### src/rtl/riscv_fetch_unit.sv
// Fetch stage: PC, credit-limited imem requests, instruction buffer to decoder (option: RISCV_FETCH_MISALIGN_CHECK_EN).
// Latency: a response taken at edge N is presented the cycle after N; 2 cycles request-to-decoder minimum.
// Backpressure: instr_ready low fills the buffer; requests stop once outstanding+buffered reaches FIFO_DEPTH.
module riscv_fetch_unit #(
  parameter logic [31:0] RESET_PC   = 32'h0000_0000,
  parameter int          FIFO_DEPTH = 2
) (
  input  logic        clk,
  input  logic        rst,
  input  logic        redirect_valid,
  input  logic [31:0] redirect_pc,
  output logic        imem_req_valid,
  input  logic        imem_req_ready,
  output logic [31:0] imem_req_addr,
  input  logic        imem_rsp_valid,
  input  logic [31:0] imem_rsp_data,
  output logic        instr_valid,
  input  logic        instr_ready,
  output logic [31:0] instruction,
`ifdef RISCV_FETCH_MISALIGN_CHECK_EN
  output logic        fetch_misaligned,
  output logic [31:0] misaligned_pc,
`endif
  output logic [31:0] instr_pc
);
  localparam int CW = $clog2(FIFO_DEPTH + 1);
  localparam int AW = $clog2(FIFO_DEPTH);

  typedef enum logic [1:0] {IDLE, FETCH, HALT} state_t;
  typedef struct packed {
    logic [31:0] pc;
    logic [31:0] dat;
  } entry_t;

  state_t        state_q, state_d;
  logic [31:0]   pc_q, rsp_pc, redir_addr;
  logic [CW-1:0] count, outstanding, out_d, drop_cnt;
  logic [CW:0]   inflight;
  logic [AW-1:0] wr_ptr, rd_ptr;
  entry_t        fifo_mem [FIFO_DEPTH];
  entry_t        head;
  logic          req_fire, push, pop, redir_misaligned;

  assign redir_addr     = redirect_pc & 32'hFFFF_FFFC;
  assign inflight       = {1'b0, outstanding} + {1'b0, count};
  assign imem_req_valid = ~rst & (state_q == FETCH) & ~redirect_valid
                        & (inflight < (CW+1)'(FIFO_DEPTH));
  assign imem_req_addr  = pc_q;
  assign req_fire       = imem_req_valid & imem_req_ready;

  // Stale responses (drop_cnt>0) and responses landing in a redirect cycle never enter the buffer.
  assign push        = imem_rsp_valid & (drop_cnt == '0) & ~redirect_valid;
  assign instr_valid = ~rst & (count != '0) & ~redirect_valid;
  assign pop         = instr_valid & instr_ready;
  assign head        = fifo_mem[rd_ptr];
  assign instruction = head.dat;
  assign instr_pc    = head.pc;

  always_comb begin
    out_d = outstanding;
    if (req_fire && !imem_rsp_valid)
      out_d = outstanding + 1'b1;
    else if (!req_fire && imem_rsp_valid)
      out_d = outstanding - 1'b1;
  end

  always_ff @(posedge clk) begin
    if (push)
      fifo_mem[wr_ptr] <= {rsp_pc, imem_rsp_data};
  end

  always_ff @(posedge clk) begin
    if (rst || redirect_valid) begin
      wr_ptr <= '0;
      rd_ptr <= '0;
      count  <= '0;
    end else begin
      if (push) wr_ptr <= wr_ptr + 1'b1;
      if (pop)  rd_ptr <= rd_ptr + 1'b1;
      if (push && !pop)
        count <= count + 1'b1;
      else if (pop && !push)
        count <= count - 1'b1;
    end
  end

  always_ff @(posedge clk) begin
    if (rst) begin
      pc_q        <= RESET_PC;
      rsp_pc      <= RESET_PC;
      outstanding <= '0;
      drop_cnt    <= '0;
    end else begin
      outstanding <= out_d;
      if (redirect_valid) begin
        pc_q     <= redir_addr;
        rsp_pc   <= redir_addr;
        drop_cnt <= out_d;
      end else begin
        if (req_fire) pc_q <= pc_q + 32'd4;
        if (push)     rsp_pc <= rsp_pc + 32'd4;
        if (imem_rsp_valid && drop_cnt != '0)
          drop_cnt <= drop_cnt - 1'b1;
      end
    end
  end

  always_ff @(posedge clk) begin
    if (rst) state_q <= IDLE;
    else     state_q <= state_d;
  end

  always_comb begin
    state_d = state_q;
    if (state_q == IDLE)
      state_d = FETCH;
    if (redirect_valid)
      state_d = redir_misaligned ? HALT : FETCH;
  end

`ifdef RISCV_FETCH_MISALIGN_CHECK_EN
  assign redir_misaligned = |redirect_pc[1:0];

  always_ff @(posedge clk) begin
    if (rst) begin
      fetch_misaligned <= 1'b0;
      misaligned_pc    <= '0;
    end else if (redirect_valid) begin
      fetch_misaligned <= redir_misaligned;
      if (redir_misaligned)
        misaligned_pc <= redirect_pc;
    end
  end
`else
  assign redir_misaligned = 1'b0;
`endif

endmodule

### config.mk
export PLATFORM = sky130hd
export DESIGN_NAME = riscv_fetch_unit
export DESIGN_NICKNAME = d
export VERILOG_FILES = /design/src/rtl/riscv_fetch_unit.sv
export SDC_FILE = /design/constraint.sdc
export NUM_CORES = 1
export LEC_CHECK = 0
export CAP_MARGIN = 10
export CORE_MARGIN = 10
export CORE_UTILIZATION = 40
export DETAILED_ROUTE_END_ITERATION = 16
export SETUP_SLACK_MARGIN = 0.3
export SLEW_MARGIN = 20
export SYNTH_ARGS = -nofsm -noshare
export SYNTH_HDL_FRONTEND = slang
export SYNTH_SLANG_ARGS = --single-unit
### constraint.sdc
create_clock -name clk -period 8.04 [get_ports clk]
set_clock_uncertainty 0.1 [all_clocks]
set_input_delay 1.206 -clock clk [delete_from_list [all_inputs] [get_ports clk]]
set_output_delay 1.206 -clock clk [all_outputs]
set_load 0.02 [all_outputs]
### Yosys cells after proc, flatten, opt, wreduce, memory -nomap -nowiden

Memory sizes are Yosys's and may differ from the RTL's. A register that Yosys moved wholly into a read port is not among the register bits.
Index checks and enable logic that the tools add are counted.

* register bits: 73
* bits in writable memories: 128
* input port bits: 70
* output and inout port bits: 98
* word-level logic and storage cells: 69
* memories kept: 1

Memories
* fifo_mem: depth 2, width 64, rd ports 1, clocked after memory_dff 1, write ports 1, RTL line 40 `entry_t fifo_mem [FIFO_DEPTH];`

* add/subtract/negate cells: 10
* magnitude comparators: 1
* mux-type cells: 16
* bitwise gates (word level): 11
* reduce and logical (&&, ||, !) cells: 20

Operators with widths (count)
* 32-bit two-way mux: 4
* 32-bit by 3-bit adder with 32-bit output, second input constant: 2
* 2-bit nonzero test: 7
* 2-bit two-way mux: 6
* 1-bit bitwise AND: 9
* 1-bit two-way mux: 6
* 2-bit by 1-bit subtractor with 2-bit output, second input constant: 3
* 1-bit logical AND: 5
* 2-bit by 1-bit adder with 2-bit output, second input constant: 2
* 1-bit zero test: 4
* 2-bit zero test: 2
* 2-bit by 2-bit adder with 3-bit output: 1
* 3-bit by 2-bit less-than comparator with 1-bit output, second input constant: 1
* 1-bit adder, second input constant: 2
* 1-bit inverter: 2
* 2-bit OR reduction: 1
* 1-bit logical OR: 1

### Longest topological paths before layout

Gate-level depths: netlist of run 1.

* depth after elaboration: 10
* gate-level depth with buffers: 9
* gate-level depth less buffers: 8

### Least setup slack after synthesis of run 1

Ideal clock, no wire load.

* path type: input to register
* from: in redirect_valid
* to: mem fifo_mem[0][0] (netlist bit), enable pin
* library setup time: 0.558 ns
* data arrival time: 6.054 ns
* slack: 1.328 ns
* cell stages on the path: 4
* path through: clkbuf_1 > clkbuf_1 > clkbuf_1 > nor3_1

* cells in the longest elaborated chain, start to end: 4

Ends and longest elaborated chain
* from (decl): RTL line 10 `input logic redirect_valid,`
* 1-bit inverter: RTL line 52 `assign push = imem_rsp_valid & (drop_cnt == '0) & ~redirect_valid;`
* 1-bit bitwise AND: RTL line 52
* 1-bit two-way mux: RTL line 68 `if (push)`
* 1-bit two-way mux (implied by the code): RTL line 69 `fifo_mem[wr_ptr] <= {rsp_pc, imem_rsp_data};`
* to (decl): RTL line 40

No other way between the ends.

### Worst setup path after layout of run 1

* from: in rst
* to: out instr_valid

* cells in the longest elaborated chain, start to end: 3

Ends and longest elaborated chain
* from (decl): RTL line 9 `input logic rst,`
* 1-bit inverter: RTL line 53 `assign instr_valid = ~rst & (count != '0) & ~redirect_valid;`
* 1-bit bitwise AND (2 in series): RTL line 53
* to (decl): RTL line 17 `output logic instr_valid,`

No other way between the ends.

==> qor.csv, run 1 <==
stage;metric;value;unit
pwr;power.static_leakage;3.546;nW
place;placedCellCount;1094;
min_path;min-delay-path-class;flop to flop;
route;detailedRoute.firstIterationViolations;535;
worst_setup_path;rr_worst_depth;7;
worst_setup_path;crit_path_max_fanout;43;
clocking;cts_hold_buffers;0;
sta;min_period_over_period;55.85;%
final_layout;mostFrequentLayoutCells;sky130_fd_sc_hd__clkdlybuf4s50_1, sky130_fd_sc_hd__edfxtp_1, sky130_fd_sc_hd__dfxtp_1;
worst_setup_path;crit_chain;clkdlybuf4s50_1 -> buf_4 -> or2_2 -> nor2_1 -> clkdlybuf4s50_1;
worst_setup_path;critical-path-top-cell-by-count;sky130_fd_sc_hd__clkdlybuf4s50_1;
sta;timing_worst_slew_pin_value;1013;ps
clocking;cts.repair_timing.setup_buffer_count;0;
global_routing;pin_count_of_the_biggest_net_entering_global_routing;63;
route;via_count;6102;
logic_synthesis;synthesis.yosys.warnings;0;
final_layout;layout_commonest_cell;sky130_fd_sc_hd__clkdlybuf4s50_1;
route;wl_per_cell;19.05;um
floorplan;die_w;164.8;um
route;drtPass1Iterations;5;
worst_setup_path;crit_path_max_cell_delay;630;ps
route;route.detailed.drc;0;
logic_synthesis;synth.yosys.seq_area_share;61.08;%
floorplan;die_height;164.8;um
final_layout;drive_gt1_share;13.32;%
worst_setup_path;timing.reg2reg.setup_slack;4630;ps
final_layout;synthesis_to_layout_area_growth;29.20;%
global_routing;grt_overflow;0;
place;place_congestion;0.9157;
flow_run;max_cap_violations;0;
route;vias_per_cell;5.419;
place;portBuffers;161;
pwr;p_per_area;204.8;mW/mm^2
worst_setup_path;critical_path_required;6730;ps
final_layout;insertedDiodeCount;0;
sta;layout_min_cycle_time;4490;ps
floorplan;core.rowCount;52;
clocking;cts_resized;0;
global_routing;grt_antenna_before_repair;0;
worst_setup_path;timing.critical_path.from_type;input pin;
clocking;cts.clk_slew.worst_paths;70;ps
floorplan;core_region_area;0.02043;sq mm
clocking;max-clock-path-buffers;2;
clocking;root_buffer;sky130_fd_sc_hd__clkbuf_16;
sta;finalSetupViolations;0;
sta;timing_hold_violations_final;0;
place;post-dp-hpwl;14990;um
floorplan;boundaryPins;168;
clocking;cts_inserted_buffers;17;
sta;timing.final.max_slew_violations;0;
sta;fmax;222.7;MHz
worst_setup_path;worst_setup_path_end_kind;primary output;
clocking;clock_insertion_delay_worst_skew;430;ps
final_layout;sequential_cell_area;0.005126;sq mm
clocking;h-tree-depth;4;
floorplan;starting_utilization_of_the_core_area;41.07;%
logic_synthesis;postSynth.topFlopCell;sky130_fd_sc_hd__edfxtp_1;
worst_setup_path;data_arrival_critical_path;3180;ps
worst_setup_path;crit_path_start;rst;
sta;worst_slew_margin_rel;32.23;%
worst_setup_path;crit_slowest_cell;sky130_fd_sc_hd__clkdlybuf4s50_1;
logic_synthesis;mappedNetlistArea;0.008391;sq mm
floorplan;fp.dieArea;0.02717;sq mm
final_layout;final_nets;918;
route;count_of_antenna_violating_nets_left_after_detailed_routing;0;
sta;grt_setup_unrepaired;false;
worst_setup_path;regToRegEndpoint;imem_req_addr[2];
logic_synthesis;async_reset_ff_share;0;%
global_routing;grt_first_pass_wirelength;33480;um
logic_synthesis;synth.lib_cells_used.distinct;55;
worst_setup_path;worstSetupEndpoint;instr_valid;
clocking;numClockSinks;194;
route;detail_route.wirelength;21450;um
worst_setup_path;critical_path_class;input pin to primary output;
final_layout;fillers;1781;
final_layout;post_layout_nonfiller_instances;1126;
outcome;status;finished clean;
worst_setup_path;worst_r2r_startpoint;count[0];
logic_synthesis;synth.avg_cell_area;12.14;sq um
clocking;cts_tree;built;
global_routing;grt_util_all_layers;15.60;%
sta;setup_total_negative_slack;0;ps
logic_synthesis;ys_ff_latch;194;
pwr;vdd_ir_drop_max;0.1480;mV
global_routing;first_global_vias;6118;
final_layout;multi_input_comb_area;0.003094;sq mm
logic_synthesis;synth_cells;691;
logic_synthesis;number_of_enable_flip_flop_cells_after_synthesis;124;
## area by class of cell
class	count	area share, %
clock buffers	20	4.317
flip-flops and latches	194	47.29
inverters	8	0.2770
clock inverters	12	1.108
multi-input cells	454	28.54
repair buffers	168	15.35
well taps	270	3.116
## cell usage after synthesis (2+ instances only)
library cell               instances  area share (%)
sky130_fd_sc_hd__nor3_1           11            0.66
sky130_fd_sc_hd__dfxtp_1          70              17
sky130_fd_sc_hd__nor4_1           14             1.0
sky130_fd_sc_hd__nor4b_1           3            0.31
sky130_fd_sc_hd__mux2i_1           3            0.36
sky130_fd_sc_hd__nand3_1          22             1.3
sky130_fd_sc_hd__a21oi_1          29             1.7
sky130_fd_sc_hd__o22ai_1           4            0.30
sky130_fd_sc_hd__a221oi_1          4            0.42
sky130_fd_sc_hd__o21ai_0          29             1.7
sky130_fd_sc_hd__or2_2             2            0.15
sky130_fd_sc_hd__mux2_2           65             8.7
sky130_fd_sc_hd__nand4_1          22             1.6
sky130_fd_sc_hd__and4_1            9            0.94
sky130_fd_sc_hd__o21bai_1          2            0.18
sky130_fd_sc_hd__o311a_1           3            0.36
sky130_fd_sc_hd__clkbuf_1         26             1.2
sky130_fd_sc_hd__a21boi_0          5            0.45
sky130_fd_sc_hd__ha_1              4            0.60
sky130_fd_sc_hd__buf_4             4            0.36
sky130_fd_sc_hd__a41oi_1           3            0.31
sky130_fd_sc_hd__a311oi_1          4            0.42
sky130_fd_sc_hd__a31oi_1          13            0.97
sky130_fd_sc_hd__and3_1            8            0.60
sky130_fd_sc_hd__o21a_1            2            0.18
sky130_fd_sc_hd__xnor2_1          23             2.4
sky130_fd_sc_hd__nor3b_1           2            0.18
sky130_fd_sc_hd__a221o_1           3            0.36
sky130_fd_sc_hd__o311ai_0          2            0.21
sky130_fd_sc_hd__and2_0            2            0.15
sky130_fd_sc_hd__a211oi_1          6            0.54
sky130_fd_sc_hd__or4_1             2            0.18
sky130_fd_sc_hd__inv_1             8            0.36
sky130_fd_sc_hd__nor2b_1           4            0.30
sky130_fd_sc_hd__xor2_1           13             1.4
sky130_fd_sc_hd__buf_1             7            0.31
sky130_fd_sc_hd__or3_1            10            0.75
sky130_fd_sc_hd__edfxtp_1        124              44
sky130_fd_sc_hd__nand2_1          51             2.3
sky130_fd_sc_hd__and2_1           11            0.82
sky130_fd_sc_hd__nor2_1           48             2.1
## power by group
| group | leakage [nW] | switching (W) | internal, W |
|---|---|---|---|
| Combinational | 1.55 | 0.000125 | 0.000117 |
| Sequential | 1.71 | 0.0000382 | 0.00111 |
| Clock | 0.279 | 0.000373 | 0.000461 |
## per-layer routing
metal	GRT usage, %	part of all wire [%]	up-vias
met5	0	0	-
li1	-	-	2910
met4	5.757	1.8	0
met1	21.09	47	2901
met2	22.89	42	265
met3	5.004	9.5	26
## worst min path at each step
| stage | start | end | depth (start not counted) |
|---|---|---|---|
| floorplan | rsp_pc[31] | fifo_mem[0][63] | 0 |
| global placement | rd_ptr | rd_ptr | 2 |
| detailed placement | rd_ptr | rd_ptr | 2 |
| CTS | rd_ptr | rd_ptr | 2 |
| global route | rsp_pc[31] | fifo_mem[1][63] | 0 |
| finish | rd_ptr | rd_ptr | 2 |
## flip-flops by register name (all words and copies together), names as in the netlist, named ones only
register       cells
fifo_mem         124
wr_ptr             1
rd_ptr             1
drop_cnt           2
outstanding        2
count              2
state_q            1
imem_req_addr     30
rsp_pc            30
## kinds of logic after synthesis
family                     Yosys count  share of synthesized area (%)
and+or+nand+nor                    227                          14.35
DFF                                194                          61.08
AOI/OAI and AO/OA                  114                          8.604
muxes                               68                          9.081
buffers and inverters               46                          2.252
xor gates and xnor gates            36                          3.758
adders and majority gates            5                         0.8351
other                                1                        0.04469
## metrics by stage
| step | power (W) | util [%] | hold slack, ps | instance area (sq um) | setup slack [ps] |
|---|---|---|---|---|---|
| floorplan | 0.001284 | - | 346.5 | 8402 | 1328 |
| global placement | 0.001403 | 50.18 | 391.1 | 10250 | 3540 |
| detailed placement | 0.001408 | 50.18 | 395.3 | 10250 | 3557 |
| CTS | 0.002239 | 53.06 | 414.9 | 10840 | 3544 |
| global route | 0.002303 | 53.06 | 442.4 | 10840 | 3464 |
| finish | 0.002220 | 53.06 | 410.3 | 10840 | 3550 |
## worst max-delay path, delay by kind of cell
kind                   cells  cell delay [ps]
and+or+nand+nor            2              650
buffers and inverters      3             1290
Power figures use the tool's default switching activity.
==> run 2, diff against run 1 <==
--- a/config.mk
+++ b/config.mk
@@ -9,6 +9,7 @@
 export CORE_MARGIN = 10
 export CORE_UTILIZATION = 40
 export DETAILED_ROUTE_END_ITERATION = 16
+export PLACE_DENSITY = 0.67
 export SETUP_SLACK_MARGIN = 0.3
 export SLEW_MARGIN = 20
 export SYNTH_ARGS = -nofsm -noshare
==> constraint.sdc (replaced) <==
create_clock -name clk -period 3.8 [get_ports clk]
set_clock_uncertainty 0.1 [all_clocks]
set_input_delay 0.57 -clock clk [delete_from_list [all_inputs] [get_ports clk]]
set_output_delay 0.57 -clock clk [all_outputs]
set_load 0.02 [all_outputs]
==> run 2 against run 1 <==
  * Global-route usage is 0.40 points lower
  * Wire length is 1.0% lower
  * Non-clock buffer count is 6 higher
  * Die area stayed put
  * Worst hold slack better by 15 ps
  * Highest routed layer unchanged
  * Sequential power is 110% higher
  * Largest cell class unchanged
  * Sequential share of layout area is 0.27 points lower
==> qor.csv, run 2 (synthesis gave the netlist of run 1 again) <==
stage;metric;value;unit;change
outcome;status;finished clean;;
final_layout;mostFrequentLayoutCells;sky130_fd_sc_hd__clkdlybuf4s50_1, sky130_fd_sc_hd__edfxtp_1, sky130_fd_sc_hd__dfxtp_1;;
worst_setup_path;critical_path_class;flop to primary output;;
sta;worst_slew_margin_rel;36.32;%;+4.1 points
route;count_of_antenna_violating_nets_left_after_detailed_routing;0;;unchanged
sta;grt_setup_unrepaired;false;;
final_layout;insertedDiodeCount;0;;unchanged
final_layout;final_nets;924;;+0.65%
sta;finalSetupViolations;0;;unchanged
route;via_count;6041;;-1.0%
worst_setup_path;critical_path_required;3130;ps;-3600 ps
clocking;cts.clk_slew.worst_paths;70;ps;about the same
route;detail_route.wirelength;21230;um;-1.0%
final_layout;layout_commonest_cell;sky130_fd_sc_hd__clkdlybuf4s50_1;;
worst_setup_path;rr_worst_depth;8;;+1
final_layout;post_layout_util;53.36;%;+0.30 points
final_layout;largest_register;fifo_mem;;
place;portBuffers;161;;unchanged
worst_setup_path;timing.critical_path.from_type;flop;;
clocking;cts_inserted_buffers;17;;unchanged
worst_setup_path;worst_setup_path_end_kind;primary output;;
final_layout;drive_gt1_share;13.92;%;+0.60 points
final_layout;flip_flop_count_of_the_largest_register_after_layout;124;;unchanged
global_routing;grt_overflow;0;;unchanged
route;route.detailed.drc;0;;unchanged
place;post-dp-hpwl;15210;um;+1.5%
pwr;power.static_leakage;3.578;nW;+0.90%
sta;layout_min_cycle_time;3268;ps;
floorplan;core_region_area;0.02043;sq mm;unchanged
floorplan;starting_utilization_of_the_core_area;41.07;%;unchanged
sta;min_period_over_period;85.99;%;
clocking;max-clock-path-buffers;2;;unchanged
place;place_congestion;0.8687;;-5.1%
route;vias_per_cell;5.337;;-1.5%
sta;timing_worst_slew_pin_value;951.6;ps;-61.16 ps
final_layout;finalInstanceArea;0.01090;sq mm;+0.57%
floorplan;core.rowCount;52;;unchanged
floorplan;fp.dieArea;0.02717;sq mm;unchanged
global_routing;grt_antenna_before_repair;0;;unchanged
min_path;min_path_cells;0;;-2
clocking;cts_tree;built;;
clocking;cts.repair_timing.setup_buffer_count;0;;unchanged
flow_run;max_cap_violations;0;;unchanged
sta;timing_hold_violations_final;0;;unchanged
route;detailedRoute.firstIterationViolations;294;;-45%
clocking;numClockSinks;194;;unchanged
route;drtPass1Iterations;4;;-1
floorplan;die_height;164.8;um;unchanged
worst_setup_path;data_arrival_critical_path;2600;ps;-580 ps
sta;setup_total_negative_slack;0;ps;unchanged
sta;fmax;306.0;MHz;
place;placement.cell_area;0.01035;sq mm;+0.99%
route;wl_per_cell;18.75;um;-1.6%
pwr;p_per_area;422.1;mW/mm^2;+110%
worst_setup_path;crit_path_max_fanout;4;;-91%
global_routing;pin_count_of_the_biggest_net_entering_global_routing;63;;unchanged
clocking;root_buffer;sky130_fd_sc_hd__clkbuf_16;;
global_routing;first_global_vias;5814;;-5.0%
sta;timing.final.max_slew_violations;0;;unchanged
final_layout;synthesis_to_layout_area_growth;29.93;%;
floorplan;die_w;164.8;um;unchanged
pwr;vdd_ir_drop_max;0.2660;mV;+80%
global_routing;grt_first_pass_wirelength;32300;um;-3.5%
clocking;h-tree-depth;4;;unchanged
floorplan;boundaryPins;168;;unchanged
clocking;clock_insertion_delay_worst_skew;430;ps;about the same
worst_setup_path;timing.reg2reg.setup_slack;960;ps;-3670 ps
min_path;min-delay-path-class;flop to flop;;
global_routing;grt_util_all_layers;15.19;%;-0.40 points
-- run 2: path summary, 6_finish.rpt --
path                            startpoint         endpoint
worst max-delay path              count[0]   imem_req_valid
worst min-delay path            rsp_pc[19]  fifo_mem[1][51]
worst max register to register    count[0]   outstanding[1]
worst min register to register  rsp_pc[19]  fifo_mem[1][51]
-- run 2: worst max-delay path, stage by stage, from the launching register on --
cell and delay (ps):
sky130_fd_sc_hd__dfxtp_1 400, sky130_fd_sc_hd__and2_1 170, sky130_fd_sc_hd__fa_1 430, sky130_fd_sc_hd__nor3b_2 340
sky130_fd_sc_hd__and2_1 210, sky130_fd_sc_hd__clkdlybuf4s50_1 620
-- run 2: layout make-up --
type | count | area [sq um]
well taps | 270 | 337.8
multi-input cells | 454 | 3105
clock buffers | 19 | 432.9
flip-flops and latches | 194 | 5126
clock inverters | 13 | 110.1
repair buffers | 174 | 1759
fillers | 1789 | 9528
inverters | 8 | 30.03
-- run 2: repair_timing --
item / CTS / global route
hold buffers: 0 / 0
setup endpoints to repair: 1 / 0
resized for setup: 1 / 0
-- run 2: metrics by stage --
step | worst slack (ps) | hold WS (ps) | instances | total power, W
floorplan | 589.7 | 346.5 | 694 | 0.002713
global placement | 781.4 | 393.2 | 1100 | 0.002973
detailed placement | 770.7 | 399.8 | 1100 | 0.002983
CTS | 493.1 | 425.6 | 1132 | 0.004650
global route | 389.1 | 436.1 | 1132 | 0.004785
finish | 532.3 | 424.8 | 1132 | 0.004601
-- run 2: where the power goes --
| part | leakage, nW | switching (W) | internal, W |
|---|---|---|---|
| Sequential | 1.71 | 0.0000814 | 0.00234 |
| Clock | 0.266 | 0.000760 | 0.000904 |
| Combinational | 1.60 | 0.000264 | 0.000252 |
-- run 2: metal layers --
layer / track usage [%] / part of all wire, % / vias to the layer above
li1: - / - / 2932
met1: 21.37 / 47 / 2846
met2: 22.12 / 44 / 243
met3: 4.058 / 8.1 / 20
met4: 5.193 / 1.4 / 0
met5: 0 / 0 / -
==> run 3, diff against run 2 <==
--- a/config.mk
+++ b/config.mk
@@ -6,9 +6,11 @@
 export NUM_CORES = 1
 export LEC_CHECK = 0
 export CAP_MARGIN = 10
+export CORE_ASPECT_RATIO = 2
 export CORE_MARGIN = 10
 export CORE_UTILIZATION = 40
 export DETAILED_ROUTE_END_ITERATION = 16
+export GPL_TIMING_DRIVEN = 0
 export PLACE_DENSITY = 0.67
 export SETUP_SLACK_MARGIN = 0.3
 export SLEW_MARGIN = 20
==> run 3 against run 2 <==
  * Clock-buffer cell count rose by 2
  * Clock power rose by 18%
  * Sequential share of layout area fell by 0.78 points
  * Highest routed layer unchanged
==> qor.csv, run 3 (synthesis gave the netlist of run 1 again) <==
stage;metric;value;unit;change
outcome;status;finished clean;;
worst_setup_path;timing.reg2reg.setup_slack;700;ps;-260 ps
place;post-dp-hpwl;19160;um;+26%
clocking;root_buffer;sky130_fd_sc_hd__clkbuf_16;;
sta;timing.final.max_slew_violations;0;;unchanged
worst_setup_path;crit_path_max_cell_delay;580;ps;-40 ps
clocking;cts.clk_slew.worst_paths;60;ps;about the same
place;placedCellCount;1125;;+2.3%
sta;worst_slew_margin_rel;39.94;%;+3.6 points
route;detailedRoute.firstIterationViolations;342;;+16%
worst_setup_path;data_arrival_critical_path;2620;ps;+20 ps
worst_setup_path;worst_setup_path_end_kind;primary output;;
final_layout;multi_input_comb_area;0.003107;sq mm;about the same
worst_setup_path;critical_path_class;flop to primary output;;
sta;timing_worst_slew_pin_value;892.7;ps;-58.98 ps
global_routing;pin_count_of_the_biggest_net_entering_global_routing;52;;-17%
pwr;pint;0.003778;W;+8.1%
final_layout;drive_gt1_share;12.91;%;-1.0 points
global_routing;grt_antenna_before_repair;0;;unchanged
final_layout;insertedDiodeCount;0;;unchanged
final_layout;flip_flop_count_of_the_largest_register_after_layout;124;;unchanged
clocking;cts_hold_buffers;0;;unchanged
floorplan;core_region_area;0.02055;sq mm;+0.61%
place;portBuffers;160;;-0.62%
floorplan;boundaryPins;168;;unchanged
final_layout;largest_register;fifo_mem;;
clocking;cts.repair_timing.setup_buffer_count;0;;unchanged
route;route.detailed.drc;0;;unchanged
final_layout;fillers;1830;;+2.3%
clocking;h-tree-depth;4;;unchanged
final_layout;finalInstanceArea;0.01108;sq mm;+1.7%
pwr;vdd_ir_drop_max;0.2594;mV;-2.5%
floorplan;starting_utilization_of_the_core_area;40.82;%;-0.25 points
clocking;cts_tree;built;;
worst_setup_path;crit_slowest_cell;sky130_fd_sc_hd__clkdlybuf4s50_1;;
floorplan;die_height;224.8;um;+36%
route;wl_per_cell;21.32;um;+14%
floorplan;core.rowCount;74;;+42%
worst_setup_path;rr_worst_depth;9;;+1
pwr;seq_power_share;49.2;%;-3.4 points
sta;grt_setup_unrepaired;false;;
worst_setup_path;timing.critical_path.from_type;flop;;
place;place_congestion;0.9526;;+9.7%
sta;fmax;304.3;MHz;-0.57%
final_layout;sequential_cell_area;0.005125;sq mm;about the same
sta;min_period_over_period;86.48;%;+0.49 points
sta;timing_hold_violations_final;0;;unchanged
clocking;cts_inserted_buffers;17;;unchanged
sta;layout_min_cycle_time;3286;ps;+18.60 ps
pwr;share_clk_of_total_power;39.8;%;+3.6 points
global_routing;grt_util_all_layers;17.92;%;+2.7 points
clocking;clock_insertion_delay_worst_skew;440;ps;about the same
sta;finalSetupViolations;0;;unchanged
flow_run;max_cap_violations;0;;unchanged
final_layout;layout_commonest_cell;sky130_fd_sc_hd__clkdlybuf4s50_1;;
pwr;p_per_area;444.4;mW/mm^2;+5.3%
min_path;min_path_cells;2;;+2
floorplan;die_w;122.4;um;-26%
route;detail_route.wirelength;24670;um;+16%
worst_setup_path;crit_chain;clkbuf_1 -> buf_1 -> mux2_2 -> clkdlybuf4s50_1;;
global_routing;grt_overflow;0;;unchanged
route;drtPass1Iterations;5;;+1
pwr;power.static_leakage;3.638;nW;+1.7%
min_path;min-delay-path-class;flop to flop;;
final_layout;post_layout_nonfiller_instances;1157;;+2.2%
pwr;switching_share;23.31;%;-0.71 points
clocking;max-clock-path-buffers;2;;unchanged
global_routing;first_global_vias;6407;;+10%
pwr;switchingPower;0.001148;W;+3.9%
final_layout;synthesis_to_layout_area_growth;32.09;%;
route;count_of_antenna_violating_nets_left_after_detailed_routing;0;;unchanged
worst_setup_path;critical_path_required;3130;ps;about the same
route;vias_per_cell;5.424;;+1.6%
worst_setup_path;crit_path_max_fanout;10;;+6
route;via_count;6275;;+3.9%
place;placement.cell_area;0.01043;sq mm;+0.77%
final_layout;final_nets;953;;+3.1%
clocking;numClockSinks;194;;unchanged
floorplan;fp.dieArea;0.02752;sq mm;+1.3%
global_routing;grt_first_pass_wirelength;36740;um;+14%
final_layout;mostFrequentLayoutCells;sky130_fd_sc_hd__clkdlybuf4s50_1, sky130_fd_sc_hd__edfxtp_1, sky130_fd_sc_hd__dfxtp_1;;
pwr;share_comb_of_total_power;11.0;%;-0.2 points
-- run 3: power groups by stage --
stage	registers (W)	clock network, W	logic, W
after floorplan	0.00247	0	0.000246
after CTS	0.00242	0.00200	0.000548
final	0.00242	0.00196	0.000542
after global routing	0.00243	0.00209	0.000580
after detailed placement	0.00247	0	0.000543
after global placement	0.00247	0	0.000528
-- run 3: cell type report --
type                            count  area share (%)
Buffer                             38           1.434
Tap cell                          266           3.003
Clock inverter                     11           1.840
Clock buffer                       21           3.974
Sequential cell                   194           46.24
Timing Repair Buffer              165           15.21
Multi-Input combinational cell    454           28.03
Inverter                            8          0.2709
-- run 3: what timing repair did --
| item | CTS | global route |
|---|---|---|
| resized for setup | 1 | 0 |
| endpoints found under the setup margin | 1 | 0 |
| hold endpoints to repair | 0 | 0 |
-- run 3: final timing paths --
kind | startpoint | end
max | flop | instruction[12]
min | rd_ptr | flop
max reg2reg | count[0] | imem_req_addr[21]
min reg2reg | rd_ptr | flop
-- run 3: through the flow --
stage	worst slack, ps	hold slack [ps]	TNS (ps)	util [%]	total power [W]
6_report	513.7	412.1	0	53.92	0.004926
5_1_grt	316.1	437.1	0	53.92	0.005101
4_1_cts	378.4	416.9	0	53.92	0.004973
3_3_place_gp	-972.8	383.2	-108990	50.34	0.002994
2_1_floorplan	589.7	346.5	0	-	0.002713
3_5_place_dp	348.0	393.5	0	50.76	0.003010
-- run 3: per-layer routing --
metal	up-vias	GRT usage, %	share of wire, %
met5	-	0	0
met3	66	4.617	5.9
met2	236	33.20	56
met1	2996	16.13	33
met4	0	12.72	5.7
li1	2977	-	-
-- run 3: worst max-delay path: cells and delay by family, from the launching register on --
kind / cells / cell delay, ps
DFF: 1 / 300
muxes: 1 / 400
buffers and inverters: 3 / 1480
